`config.mk`:
```
export PLATFORM = sky130hd
export DESIGN_NAME = stall_ctrl
export DESIGN_NICKNAME = d
export VERILOG_FILES = /design/src/rtl/stall_ctrl.sv
export SDC_FILE = /design/constraint.sdc
export NUM_CORES = 1
export LEC_CHECK = 0
export ABC_CLOCK_PERIOD_IN_PS = 6700
export CORE_ASPECT_RATIO = 0.9
export CORE_MARGIN = 10
export CORE_UTILIZATION = 31
export DETAILED_ROUTE_END_ITERATION = 8
export HOLD_SLACK_MARGIN = 0.15
export PLACE_DENSITY = 0.86
export SYNTH_ARGS = -nofsm -noshare
export SYNTH_HDL_FRONTEND = slang
export SYNTH_SLANG_ARGS = --single-unit
```
`constraint.sdc`:
```
create_clock -name clock -period 6.7 [get_ports clock]
set_input_delay 1.675 -clock clock [delete_from_list [all_inputs] [get_ports clock]]
set_output_delay 1.675 -clock clock [all_outputs]
set_load 0.05 [all_outputs]
```
`src/rtl/stall_ctrl.sv`:
```
// -----------------------------------------------------------------------------
// stall_ctrl
//
// Pipeline hazard and stall controller for a five-stage in-order core with an
// iterative multiply/divide unit.
//
// It does three jobs:
//    1. Detects load-use hazards between the instruction in D/X and the
//       instruction in F/D. On a hazard it holds PC and F/D and sends a
//       bubble into D/X.
//    2. Runs a small IDLE/BUSY/DONE sequencer for the multdiv unit. It issues
//       a one-cycle start pulse and freezes the whole front of the pipe while
//       the unit works. A timeout counter aborts a unit that never answers and
//       raises a sticky error flag.
//    3. Optionally counts stall cycles for performance analysis.
//
// Optional feature macro: STALL_PERF_CNT_EN
//    defined   : haz_cnt is a saturating count of cycles with stall_fd or
//                stall_all asserted.
//    undefined : haz_cnt is tied to zero and no counter register is built.
//
// Parameters
//    W          : instruction width (fields live in the low 32 bits)
//    RW         : register-address width
//    LOAD_OP    : opcode that identifies a load
//    MD_TIMEOUT : BUSY cycles allowed before the multdiv operation is aborted
//                 (legal range 2..1024)
//    CNT_W      : width of the stall-cycle performance counter
//
// Ports
//    clock      : in  : single clock, all state changes on its rising edge
//    reset      : in  : synchronous, active-low reset
//    fdIR       : in  : instruction held in the F/D latch
//    dxIR       : in  : instruction held in the D/X latch
//    flush      : in  : taken branch/jump resolved in X this cycle
//    md_ready   : in  : multdiv result valid
//    stall_fd   : out : hold PC and F/D (load-use hazard)
//    bubble_dx  : out : load a nop into D/X (same condition as stall_fd)
//    stall_all  : out : freeze PC, F/D, D/X and X/M (multdiv in flight)
//    md_start   : out : one-cycle start pulse to the multdiv unit
//    md_err     : out : sticky multdiv timeout flag, cleared only by reset
//    haz_cnt    : out : stall-cycle count (zero unless STALL_PERF_CNT_EN)
// -----------------------------------------------------------------------------
module stall_ctrl #(
   parameter int         W          = 32,
   parameter int         RW         = 5,
   parameter logic [4:0] LOAD_OP    = 5'b01000,
   parameter int         MD_TIMEOUT = 64,
   parameter int         CNT_W      = 16
) (
   input  logic             clock,
   input  logic             reset,
   input  logic [W-1:0]     fdIR,
   input  logic [W-1:0]     dxIR,
   input  logic             flush,
   input  logic             md_ready,
   output logic             stall_fd,
   output logic             bubble_dx,
   output logic             stall_all,
   output logic             md_start,
   output logic             md_err,
   output logic [CNT_W-1:0] haz_cnt
);

   // Timeout counter only has to reach MD_TIMEOUT-1.
   localparam int TW = (MD_TIMEOUT > 1) ? $clog2(MD_TIMEOUT) : 1;
   localparam logic [TW-1:0] TMO_LAST = TW'(MD_TIMEOUT - 1);

   // Opcodes and ALU ops the decoder cares about.
   localparam logic [4:0] OP_RTYPE = 5'b00000;
   localparam logic [4:0] OP_SW    = 5'b00111;
   localparam logic [4:0] OP_BNE   = 5'b00010;
   localparam logic [4:0] OP_BLT   = 5'b00110;
   localparam logic [4:0] OP_JR    = 5'b00100;
   localparam logic [4:0] ALU_MUL  = 5'b00110;
   localparam logic [4:0] ALU_DIV  = 5'b00111;

   typedef enum logic [1:0] {
      IDLE = 2'b00,
      BUSY = 2'b01,
      DONE = 2'b10
   } state_t;

   state_t        state;
   logic [TW-1:0] tmo_cnt;

   // ---------------------------------------------------------------------------
   // Instruction field extraction
   // ---------------------------------------------------------------------------
   logic [4:0]    fd_op;
   logic [RW-1:0] fd_rd;
   logic [RW-1:0] fd_rs;
   logic [RW-1:0] fd_rt;
   logic [4:0]    dx_op;
   logic [RW-1:0] dx_rd;
   logic [4:0]    dx_aluop;

   assign fd_op    = fdIR[31:27];
   assign fd_rd    = fdIR[22 +: RW];
   assign fd_rs    = fdIR[17 +: RW];
   assign fd_rt    = fdIR[12 +: RW];
   assign dx_op    = dxIR[31:27];
   assign dx_rd    = dxIR[22 +: RW];
   assign dx_aluop = dxIR[6:2];

   // Only a subset of the instruction bits is decoded here. Folding the
   // whole words into one sink keeps the rest of each word visibly consumed.
   logic unused_ir_bits;
   assign unused_ir_bits = ^{fdIR, dxIR};

   // ---------------------------------------------------------------------------
   // Load-use hazard detection
   // ---------------------------------------------------------------------------
   // rs is read by every format. rt is read only by R-type. Stores, branches
   // and jr read the register in the rd slot as a source. Register 0 is
   // hard-wired, so it can never carry a dependency.
   logic rt_used;
   logic rd_used;
   logic hit_rs;
   logic hit_rt;
   logic hit_rd;
   logic load_use;

   assign rt_used = (fd_op == OP_RTYPE);
   assign rd_used = (fd_op == OP_SW) || (fd_op == OP_BNE) ||
                    (fd_op == OP_BLT) || (fd_op == OP_JR);

   assign hit_rs = (fd_rs != '0) && (fd_rs == dx_rd);
   assign hit_rt = rt_used && (fd_rt != '0) && (fd_rt == dx_rd);
   assign hit_rd = rd_used && (fd_rd != '0) && (fd_rd == dx_rd);

   assign load_use = (dx_op == LOAD_OP) && (dx_rd != '0) &&
                     (hit_rs || hit_rt || hit_rd);

   // ---------------------------------------------------------------------------
   // Multiply/divide detection
   // ---------------------------------------------------------------------------
   logic md_inst;

   assign md_inst = (dx_op == OP_RTYPE) &&
                    ((dx_aluop == ALU_MUL) || (dx_aluop == ALU_DIV));

   // ---------------------------------------------------------------------------
   // Stall outputs
   // ---------------------------------------------------------------------------
   // stall_all is raised in the very cycle the multdiv instruction is seen in
   // IDLE, so the pipe freezes with zero latency, and stays up through BUSY.
   // DONE releases the pipe so the result can move on. A full freeze and a
   // flush both override the load-use bubble: a frozen pipe has nothing to
   // bubble, and a flushed F/D instruction is being discarded anyway.
   assign stall_all = ((state == IDLE) && md_inst) || (state == BUSY);
   assign stall_fd  = load_use && !stall_all && !flush;
   assign bubble_dx = stall_fd;

   // The start pulse has to line up with the first frozen cycle, so it is
   // decoded from IDLE and md_inst rather than registered. Gating with reset
   // keeps the unit quiet while the controller is held in reset. A flush in
   // that cycle does not cancel it because the multdiv is already in X.
   assign md_start = reset && (state == IDLE) && md_inst;

   // ---------------------------------------------------------------------------
   // Multdiv sequencer
   // ---------------------------------------------------------------------------
   // IDLE -> BUSY when a multdiv instruction sits in D/X.
   // BUSY -> DONE on md_ready, or when the timeout counter hits its last
   //         value. On a timeout the sticky error flag is also set. md_ready
   //         wins if both happen in the same cycle.
   // DONE -> IDLE unconditionally. This gives back-to-back operations a
   //         single-cycle gap.
   // The error flag never blocks later operations. It only records that an
   // abort happened.
   always_ff @(posedge clock) begin
      if (!reset) begin
         state   <= IDLE;
         tmo_cnt <= '0;
         md_err  <= 1'b0;
      end else begin
         case (state)
            IDLE: begin
               if (md_inst) begin
                  state   <= BUSY;
                  tmo_cnt <= '0;
               end
            end
            BUSY: begin
               if (md_ready) begin
                  state <= DONE;
               end else if (tmo_cnt == TMO_LAST) begin
                  state  <= DONE;
                  md_err <= 1'b1;
               end else begin
                  tmo_cnt <= tmo_cnt + 1'b1;
               end
            end
            DONE: begin
               state <= IDLE;
            end
            default: begin
               state <= IDLE;
            end
         endcase
      end
   end

   // ---------------------------------------------------------------------------
   // Stall-cycle performance counter
   // ---------------------------------------------------------------------------
`ifdef STALL_PERF_CNT_EN
   logic [CNT_W-1:0] perf_cnt;

   // Counts every cycle the front end is held. It sticks at all-ones instead
   // of wrapping, so an overflow reads as "at least this many".
   always_ff @(posedge clock) begin
      if (!reset) begin
         perf_cnt <= '0;
      end else if ((stall_fd || stall_all) && (perf_cnt != '1)) begin
         perf_cnt <= perf_cnt + 1'b1;
      end
   end

   assign haz_cnt = perf_cnt;
`else
   assign haz_cnt = '0;
`endif

endmodule

```
== After elaboration in Yosys (flattened, before gate mapping) ==
Cells that the tools add are included.

* $add $sub $neg: 1
* Multiply operators: 0
* Div/mod/pow operators: 0
* Magnitude comparators: 0
* Equality and inequality tests: 16
* Shift operators: 0
* Mux-type cells: 8
* Bitwise operators: 1
* Reduce and logical (&&, ||, !) cells: 33

{| class="wikitable"
|+ Operators with widths
! cell !! count
|-
| 5-bit by 3-bit == test with 1-bit output (second input constant) || 5
|-
| 5-bit nonzero test || 4
|-
| 6-bit two-way mux || 3
|-
| 5-bit == test || 3
|-
| 1-bit logical AND || 13
|-
| 6-bit one-hot mux with 2 select lines || 1
|-
| 5-bit logical NOT || 2
|-
| 1-bit logical OR || 7
|-
| 6-bit by 1-bit adder with 6-bit output (second input constant) || 1
|-
| 6-bit == test (second input constant) || 1
|-
| 2-bit two-way mux || 3
|-
| 2-bit inequality test (second input constant) || 3
|-
| 5-bit by 2-bit == test with 1-bit output (second input constant) || 1
|-
| 5-bit by 4-bit == test with 1-bit output (second input constant) || 1
|-
| 2-bit one-hot mux with 2 select lines || 1
|-
| 4-bit AND reduction || 1
|-
| 3-bit by 2-bit inequality test with 1-bit output (second input constant) || 1
|-
| 3-bit AND reduction || 1
|-
| 2-bit by 1-bit == test with 1-bit output (second input constant) || 1
|-
| 1-bit logical NOT || 2
|-
| 2-bit logical NOT || 1
|-
| 2-bit AND reduction || 1
|-
| 2-bit nonzero test || 1
|-
| 1-bit NOT || 1
|}

* Flip-flop bits (word level): 9
* Latch bits: 0
* RAM bits: 0
* Memory bits (read-only): 0
* Input port bits: 68
* Output and inout port bits: 21
* Logic and storage cells: 62
* Memories kept: 0

== Depth between registers and ports, before layout ==
Gate-level depths: netlist (run 1).

* Word-level depth: 10
* Depth in mapped cells: 6
* Depth with buffers taken out: 6

== Least setup slack after synthesis (run 1) ==
OpenSTA, ideal clock, no wires.

* Kind: input to output
* From: input port dxIR[28]
* To: output port stall_fd
* Data arrival time: 3846 ps
* Required time: 5025 ps
* Setup slack: 1179 ps
* Stages: 4
* Buffers on the path: 1
* Cell sequence: or4_4 > or3_2 > a21oi_1 > buf_4

* Longest elaborated chain between the ends: 7
* Elaborated cells between the ends (all ways): 10
* Classes of those cells: eq/ne: 1; reduce/logical: 9

{| class="wikitable"
|+ RTL lines
! element !! RTL line !! text
|-
| from (decl) || 54 || <nowiki>input logic [W-1:0] dxIR,</nowiki>
|-
| 5-bit logical NOT || 140 || <nowiki>assign md_inst = (dx_op == OP_RTYPE) &&</nowiki>
|-
| 1-bit logical AND || 140 ||
|-
| 1-bit logical AND || 151 || <nowiki>assign stall_all = ((state == IDLE) && md_inst) || (state == BUSY);</nowiki>
|-
| 1-bit logical OR || 151 ||
|-
| 1-bit logical NOT || 152 || <nowiki>assign stall_fd = load_use && !stall_all && !flush;</nowiki>
|-
| 1-bit logical AND (*) (2 in series) || 152 ||
|-
| to (decl) || 57 || <nowiki>output logic stall_fd,</nowiki>
|}

Every way passes the cells marked *; elsewhere a longest branch is shown, timed or not.

== Final worst setup path (run 1) ==
Ends and elaborated chain as after synthesis.

==> impl_metrics.ini, run 1 <==
[cells_and_area]
drive_gt1_share_pct = 7.89
antenna_cells = 0
utilization_pct = 49.8
finalNetCount = 222
finalNonFillerCells = 180
area_growth_syn_to_layout_pct = 48.3
fillCellCount = 239
final_area_um2 = 1260

[clock_tree]
cts_resized = 0
cts_tree = built
h-tree-depth = 1
cts-root-buf = clkbuf_4
cts_sinks = 9
clock_path_buffers = 2
cts_setup_buffers = 0
worstSkewPairLatency_ns = 0.27
clk_pin_slew_ns = 0.06
hold_buffers = 0
numCtsBuffers = 3

[routing]
drc_errors = 0
drt-total-wl_um = 2830
drt_iter0_drc = 56
routedWlPerCell_um = 15.7
viasPerCell = 4.93
ant_nets = 0
vias = 888
drtPass1Iterations = 4

[power]
leakagePower_nw = 0.496
power_density_nw_per_um2 = 124
ir_drop_mv = 0.0902

[run]
drv_cap = 0

[global_routing]
gr-total-overflow = 0
grt_max_degree = 7
antenna_found_initial = 0
grt_pass1_vias = 840
track_usage_pct = 9.91
grt_pass1_wl_um = 4180

[critical_path]
rr_startpoint = state[1]
cp-startpoint = dxIR[28]
critical_path_arrival_ns = 4.14
endpoint_kind = output pin
reg2reg_slack_ns = 4.95
cp_max_fo = 2
worstPathRequired_ns = 5.03
start_kind = input pin
critPathKind = input pin to output pin

[synthesis]
ys_warn_count = 0
synth.most_common_cell = buf_4
synth_area_leaders = dfxtp_1 (21%), buf_4 (15%), xor2_1 (10%)
seq_area_frac_synth_pct = 21.2
muxShareOfSynthArea_pct = 0
synthSimpleGateAreaFrac_pct = 33.1
async_reset_ff_share_pct = 0
synth_common_cells = buf_4 (17), xor2_1 (10), dfxtp_1 (9), nor2_1 (9), nand3_1 (8)
synth_area_um2 = 850
synth-compound-area-share_pct = 12.4
synth_enable_flop_cells = 0
synth_top_cell_by_area = dfxtp_1
synth_fa_ha_area_share_pct = 2.65
synth-seq-cells = 9
synth_area_per_cell_um2 = 7.87
synth_top_family_by_area = simple AND/OR/NAND/NOR gates
synth.distinct_cells = 38
synth_ff_type = dfxtp_1
synthCells = 108
synth_top_area_share_pct = 21.2
synth_xor_area_share_pct = 13.4

[die]
die_area_um2 = 5240
start_util_pct = 33.6
ios = 89
core_area_um2 = 2530
die-width_um = 75.2
die_h_um = 69.7
row_count = 17

[sta]
hold_viol_final = 0
relSlewSlack_pct = 65.6
skew_ns = 0.00966
setup_tns_ns = 0
setup-violations-final = 0
timing.fmax_ghz = 0.172
worstMarginPinSlew_ns = 0.514
fin_crit_sh_pct = 86.8
rsz0062_at_grt = false
fin_crit_ns = 5.82
hold_ws_ns = 0.499
slew_viol_final = 0

[placement]
port_buffers = 42
gp_congestion = 1.00
placed_cell_area_um2 = 1230
dp.cells = 176
hpwlAfterDp_um = 2410

[hold_path]
hold_start = tmo_cnt[1]
hp-class = flop to flop

[outcome]
status = completed
-- worst paths after layout --
check	cells after the start	end
min reg2reg	2	tmo_cnt[1]
max reg2reg	5	tmo_cnt[2]
max	5	stall_fd
min	2	tmo_cnt[1]
-- registers in the layout, indices dropped and copies added, names as in the netlist --
register / count
tmo_cnt: 6
state: 2
md_err: 1
-- worst max-delay path: stages --
cell and delay, ns:
clkdlybuf4s50_1 0.40, or4_4 0.56, or3_2 0.48, a21oi_1 0.17, clkdlybuf4s50_1 0.84
-- cell usage in the layout (no fill, tap or decap), drive strengths merged, types with 2 or more instances in the layout --
cell type / netlist / final
nor4: 3 / 3
a211o: 2 / 2
or4: 3 / 3
nor3: 6 / 6
a21o: 2 / 2
nor3b: 2 / 2
dfxtp: 9 / 9
a21oi: 4 / 4
and2: 2 / 2
conb: 1 / 16
xor2: 10 / 10
nand3: 8 / 8
clkdlybuf4s50: 0 / 42
nand2b: 2 / 2
nor2: 9 / 9
nand2: 5 / 5
clkbuf: 0 / 4
inv: 4 / 4
or3: 2 / 2
xnor2: 3 / 3
-- area by class of cell --
type / count / area (µm²) / area share [%]
multi-input combinational: 93 / 583 / 46.3
timing repair buffer: 42 / 420 / 33.4
sequential: 9 / 180 / 14.3
tap: 28 / 35.0 / 2.78
clock buffer: 4 / 26.3 / 2.09
inverter: 4 / 15.0 / 1.19
-- report_power, final --
part / internal [mW] / total, mW / switching (mW)
logic: 0.0262 / 0.0592 / 0.0330
clock network: 0.0230 / 0.0427 / 0.0197
registers: 0.0539 / 0.0543 / 0.000435
-- layer usage --
layer  routed length, µm  part of all wire (%)  up-vias  GRT usage, %
li1                    -                     -      438             -
met1                1060                    37      396          10.3
met2                1360                    48       50          16.7
met3                 371                    13        4          5.14
met4                  42                   1.5        0          2.86
met5                   0                     0        -             0
-- cell families after synthesis --
group	count (synthesis)
AND/OR/NAND/NOR	48
buffers and inverters	21
AO/OA/AOI/OAI	14
XOR/XNOR	13
flip-flops	9
adder cells (fa/ha/maj)	2
other	1
-- stage by stage --
step                setup WS [ns]  power [mW]
finish                      0.884       0.156
global route                0.800       0.164
CTS                         0.871       0.156
detailed placement          0.869       0.114
global placement            0.884       0.113
floorplan                    1.18      0.0939
Power figures use the tool's default switching activity.
==> run 2: changes to the inputs <==
==> config.mk (replaced) <==
export PLATFORM = sky130hd
export DESIGN_NAME = stall_ctrl
export DESIGN_NICKNAME = d
export VERILOG_FILES = /design/src/rtl/stall_ctrl.sv
export SDC_FILE = /design/constraint.sdc
export NUM_CORES = 1
export LEC_CHECK = 0
export ABC_CLOCK_PERIOD_IN_PS = 4800
export CORE_ASPECT_RATIO = 0.9
export CORE_MARGIN = 10
export CORE_UTILIZATION = 26
export DETAILED_ROUTE_END_ITERATION = 8
export HOLD_SLACK_MARGIN = 0.15
export PLACE_DENSITY = 0.77
export SYNTH_ARGS = -nofsm -noshare
export SYNTH_HDL_FRONTEND = slang
export SYNTH_SLANG_ARGS = --single-unit
==> constraint.sdc (replaced) <==
create_clock -name clock -period 4.8 [get_ports clock]
set_input_delay 1.2 -clock clock [delete_from_list [all_inputs] [get_ports clock]]
set_output_delay 1.2 -clock clock [all_outputs]
set_load 0.05 [all_outputs]
==> impl_metrics.ini, run 2 (synthesis gave the netlist of run 1 again) <==
[sta]
fin_ws_ns = 0.393
worstMarginPinSlew_ns = 0.504
setup-violations-final = 0
relSlewSlack_pct = 66.3
slew_viol_final = 0
setup_tns_ns = 0
hold_viol_final = 0
fin_crit_ns = 4.41
rsz0062_at_grt = false
skew_ns = 0.000315
timing.fmax_ghz = 0.227
hold_ws_ns = 0.478
fin_crit_sh_pct = 91.8

[global_routing]
grt_pass1_wl_um = 3730
track_usage_pct = 7.90
grt_max_degree = 7
antenna_found_initial = 0
gr-total-overflow = 0
grt_pass1_vias = 809

[critical_path]
reg2reg_slack_ns = 3.05
worstPathRequired_ns = 3.60
timing.rr.end = tmo_cnt[2]
start_kind = input pin
ff2ff_path_depth = 5
path_cells = clkdlybuf4s50_1, or4_4, or3_2, a21oi_1, buf_12
critical_path_arrival_ns = 3.21
slowest_stage = or4_4
crit_buf_inv = 2
cpPeakStageDelay_ns = 0.56
endpoint_kind = output pin
cp_max_fo = 2
rr_startpoint = state[1]
cp_top_family = simple AND/OR/NAND/NOR gates
critPathKind = input pin to output pin

[die]
core_area_um2 = 3090
die_area_um2 = 5960
start_util_pct = 27.5
die-width_um = 80.3
die_h_um = 74.2
row_count = 19
ios = 89

[hold_path]
hp-class = flop to flop
hold_start = md_err
hold_depth = 2
holdPathEnd = md_err

[cells_and_area]
fillCellCount = 317
area_growth_syn_to_layout_pct = 53.6
final_area_um2 = 1310
register_area_um2 = 180
antenna_cells = 0
final_common_cell = clkdlybuf4s50_1
largest_reg_flops = 6
final_cell_mix = clkdlybuf4s50_1 (38), conb_1 (16), xor2_1 (10)
largest_register = tmo_cnt
finalNetCount = 222
utilization_pct = 42.2
finalNonFillerCells = 194
multi_input_area_um2 = 583
reg_top3 = tmo_cnt: 6 flops, state: 2 flops, md_err: 1 flops
drive_gt1_share_pct = 10.5

[power]
power_uw = 217
power_density_nw_per_um2 = 166
leakagePower_nw = 0.512
ir_drop_mv = 0.173

[routing]
drtPass1Iterations = 4
ant_nets = 0
vias = 848
drc_errors = 0
drt-total-wl_um = 2490
viasPerCell = 4.37
drt_iter0_drc = 38
routedWlPerCell_um = 12.8

[placement]
hpwlAfterDp_um = 2200
port_buffers = 42
place_ws_ns = 0.372
dp.cells = 190
gp_congestion = 0.863
placed_cell_area_um2 = 1280

[clock_tree]
numCtsBuffers = 3
cts_tree = built
worstSkewPairLatency_ns = 0.26
clock_path_buffers = 2
cts-root-buf = clkbuf_4
clk_pin_slew_ns = 0.06
cts_resized = 0
h-tree-depth = 1
cts_sinks = 9
hold_buffers = 0
cts_setup_buffers = 0

[run]
drv_cap = 0

[outcome]
status = completed
run 2: tightest hold or removal path, cell delays in order (launching register included):
cell and delay, ns:
dfxtp_1 0.33, a21oi_1 0.04, nor2_1 0.07
run 2: power by group:
part,internal (mW),switching [mW]
registers,0.0752,0.000618
logic,0.0366,0.0456
clock network,0.0321,0.0269
total,0.144,0.0730
run 2: area by class of cell:
type | instances | share of cell area, %
Clock buffer | 4 | 2.01
Inverter | 4 | 1.15
Multi-Input combinational cell | 93 | 44.7
Sequential cell | 9 | 13.8
Tap cell | 42 | 4.03
Timing Repair Buffer | 42 | 34.3
run 2: worst max path at each step:
stage | startpoint | end | slack (ns) | cells past startpoint
3_5_place_dp | dxIR[28] | bubble_dx | 0.37 | 5
5_1_grt | dxIR[23] | stall_fd | 0.24 | 7
4_1_cts | dxIR[28] | bubble_dx | 0.37 | 5
3_3_place_gp | dxIR[28] | stall_fd | 0.38 | 5
2_1_floorplan | dxIR[28] | stall_fd | 0.23 | 4
6_report | dxIR[28] | bubble_dx | 0.39 | 5
run 2: routing by layer:
| metal | up-vias | wire length, µm | track usage, % |
|---|---|---|---|
| li1 | 440 | - | - |
| met5 | - | 0 | 0 |
| met3 | 4 | 244 | 3.13 |
| met4 | 0 | 36 | 3.52 |
| met2 | 35 | 1110 | 12.6 |
| met1 | 369 | 1100 | 9.22 |
==> run 3: changes to the inputs <==
--- a/config.mk
+++ b/config.mk
@@ -9,9 +9,10 @@
 export CORE_ASPECT_RATIO = 0.9
 export CORE_MARGIN = 10
 export CORE_UTILIZATION = 26
+export CTS_BUF_LIST = sky130_fd_sc_hd__clkbuf_16
 export DETAILED_ROUTE_END_ITERATION = 8
 export HOLD_SLACK_MARGIN = 0.15
-export PLACE_DENSITY = 0.77
+export PLACE_DENSITY_LB_ADDON = 0.08
 export SYNTH_ARGS = -nofsm -noshare
 export SYNTH_HDL_FRONTEND = slang
 export SYNTH_SLANG_ARGS = --single-unit
==> impl_metrics.ini, run 3 (synthesis gave the netlist of run 1 again) <==
[sta]
fin_crit_sh_pct = 92.2
setup-violations-final = 0
hold_viol_final = 0
hold_ws_ns = 0.470
rsz0062_at_grt = false
timing.fmax_ghz = 0.226
slew_viol_final = 0
fin_crit_ns = 4.43
setup_tns_ns = 0
skew_ns = 0.00369

[die]
ios = 89
core_area_um2 = 3090
die_h_um = 74.2
die_area_um2 = 5960
start_util_pct = 27.5
row_count = 19
die-width_um = 80.3

[power]
p_seq_share_pct = 25.1
swShare_pct = 27.2
p_sw_uw = 82.4
power_density_nw_per_um2 = 224
internal-power_uw = 221
leakagePower_nw = 0.539
clkPwrFrac_pct = 47.7
combPwrFrac_pct = 27.2
ir_drop_mv = 0.160

[critical_path]
endpoint_kind = output pin
critical_path_arrival_ns = 3.23
critPathKind = input pin to output pin
start_kind = input pin
cp_max_fo = 2
worstPathRequired_ns = 3.60

[cells_and_area]
antenna_cells = 0
multi_input_area_um2 = 583
area_growth_syn_to_layout_pct = 59.8
final_common_cell = clkdlybuf4s50_1
largest_register = tmo_cnt
finalNetCount = 222
reg_top3 = tmo_cnt: 6 flops, state: 2 flops, md_err: 1 flops
register_area_um2 = 180
fillCellCount = 313
final_cell_mix = clkdlybuf4s50_1 (38), conb_1 (16), xor2_1 (10)
drive_gt1_share_pct = 10.5
largest_reg_flops = 6

[clock_tree]
h-tree-depth = 1
cts_tree = built
cts-root-buf = clkbuf_16
cts_sinks = 9
clk_pin_slew_ns = 0.04
clock_path_buffers = 2
cts_resized = 0
cts_setup_buffers = 0
hold_buffers = 0
numCtsBuffers = 3
worstSkewPairLatency_ns = 0.24

[global_routing]
grt_pass1_vias = 850
antenna_found_initial = 0
gr-total-overflow = 0
grt_max_degree = 7
track_usage_pct = 8.34
grt_pass1_wl_um = 4040

[routing]
drtPass1Iterations = 4
viasPerCell = 4.40
ant_nets = 0
vias = 853
routedWlPerCell_um = 13.6
drc_errors = 0
drt_iter0_drc = 54
drt-total-wl_um = 2640

[outcome]
status = completed

[placement]
gp_congestion = 0.839
hpwlAfterDp_um = 2310
port_buffers = 42

[run]
drv_cap = 0

[hold_path]
hp-class = flop to flop
-- run 3: stage by stage --
step / instance area, µm² / utilization (%) / std cells / setup WS [ns] / total power [mW]
after CTS: 1360 / 43.9 / 194 / 0.357 / 0.306
after detailed placement: 1280 / 41.4 / 190 / 0.362 / 0.159
after floorplan: 906 / - / 123 / 0.229 / 0.131
after global routing: 1360 / 43.9 / 194 / 0.278 / 0.314
final: 1360 / 43.9 / 194 / 0.373 / 0.304
after global placement: 1280 / 41.4 / 190 / 0.387 / 0.159
-- run 3: final cells by class --
type	count	area share, %
Multi-Input combinational cell	93	42.9
Tap cell	42	3.87
Clock buffer	3	5.53
Inverter	4	1.11
Timing Repair Buffer	42	33.0
Sequential cell	9	13.3
Clock inverter	1	0.276
-- run 3: metal layers --
metal,track usage (%),up-vias,share of wire (%)
li1,-,437,-
met1,9.96,381,43
met4,1.17,0,0.30
met2,13.5,33,46
met5,0,-,0
met3,4.10,2,10
-- run 3: path summary, 6_finish.rpt --
| kind | start | to | slack, ns | depth (start not counted) |
|---|---|---|---|---|
| setup reg to reg | state[1] | tmo_cnt[2] | 3.06 | 5 |
| setup / recovery | dxIR[28] | stall_fd | 0.37 | 5 |
| hold reg to reg | md_err | md_err | 0.47 | 2 |
| hold / removal | md_err | md_err | 0.47 | 2 |
-- run 3: power by group through the flow --
stage               registers (mW)  clock network, mW  logic, mW
finish                      0.0763              0.145     0.0824
detailed placement          0.0775                  0     0.0815
global route                0.0764              0.150     0.0875
floorplan                   0.0774                  0     0.0537
global placement            0.0775                  0     0.0810
CTS                         0.0763              0.148     0.0820
-- run 3: worst max-delay path, stage by stage --
cell and delay (ns):
clkdlybuf4s50_1 0.40, or4_4 0.56, or3_2 0.49, a21oi_1 0.38
buf_12 0.20
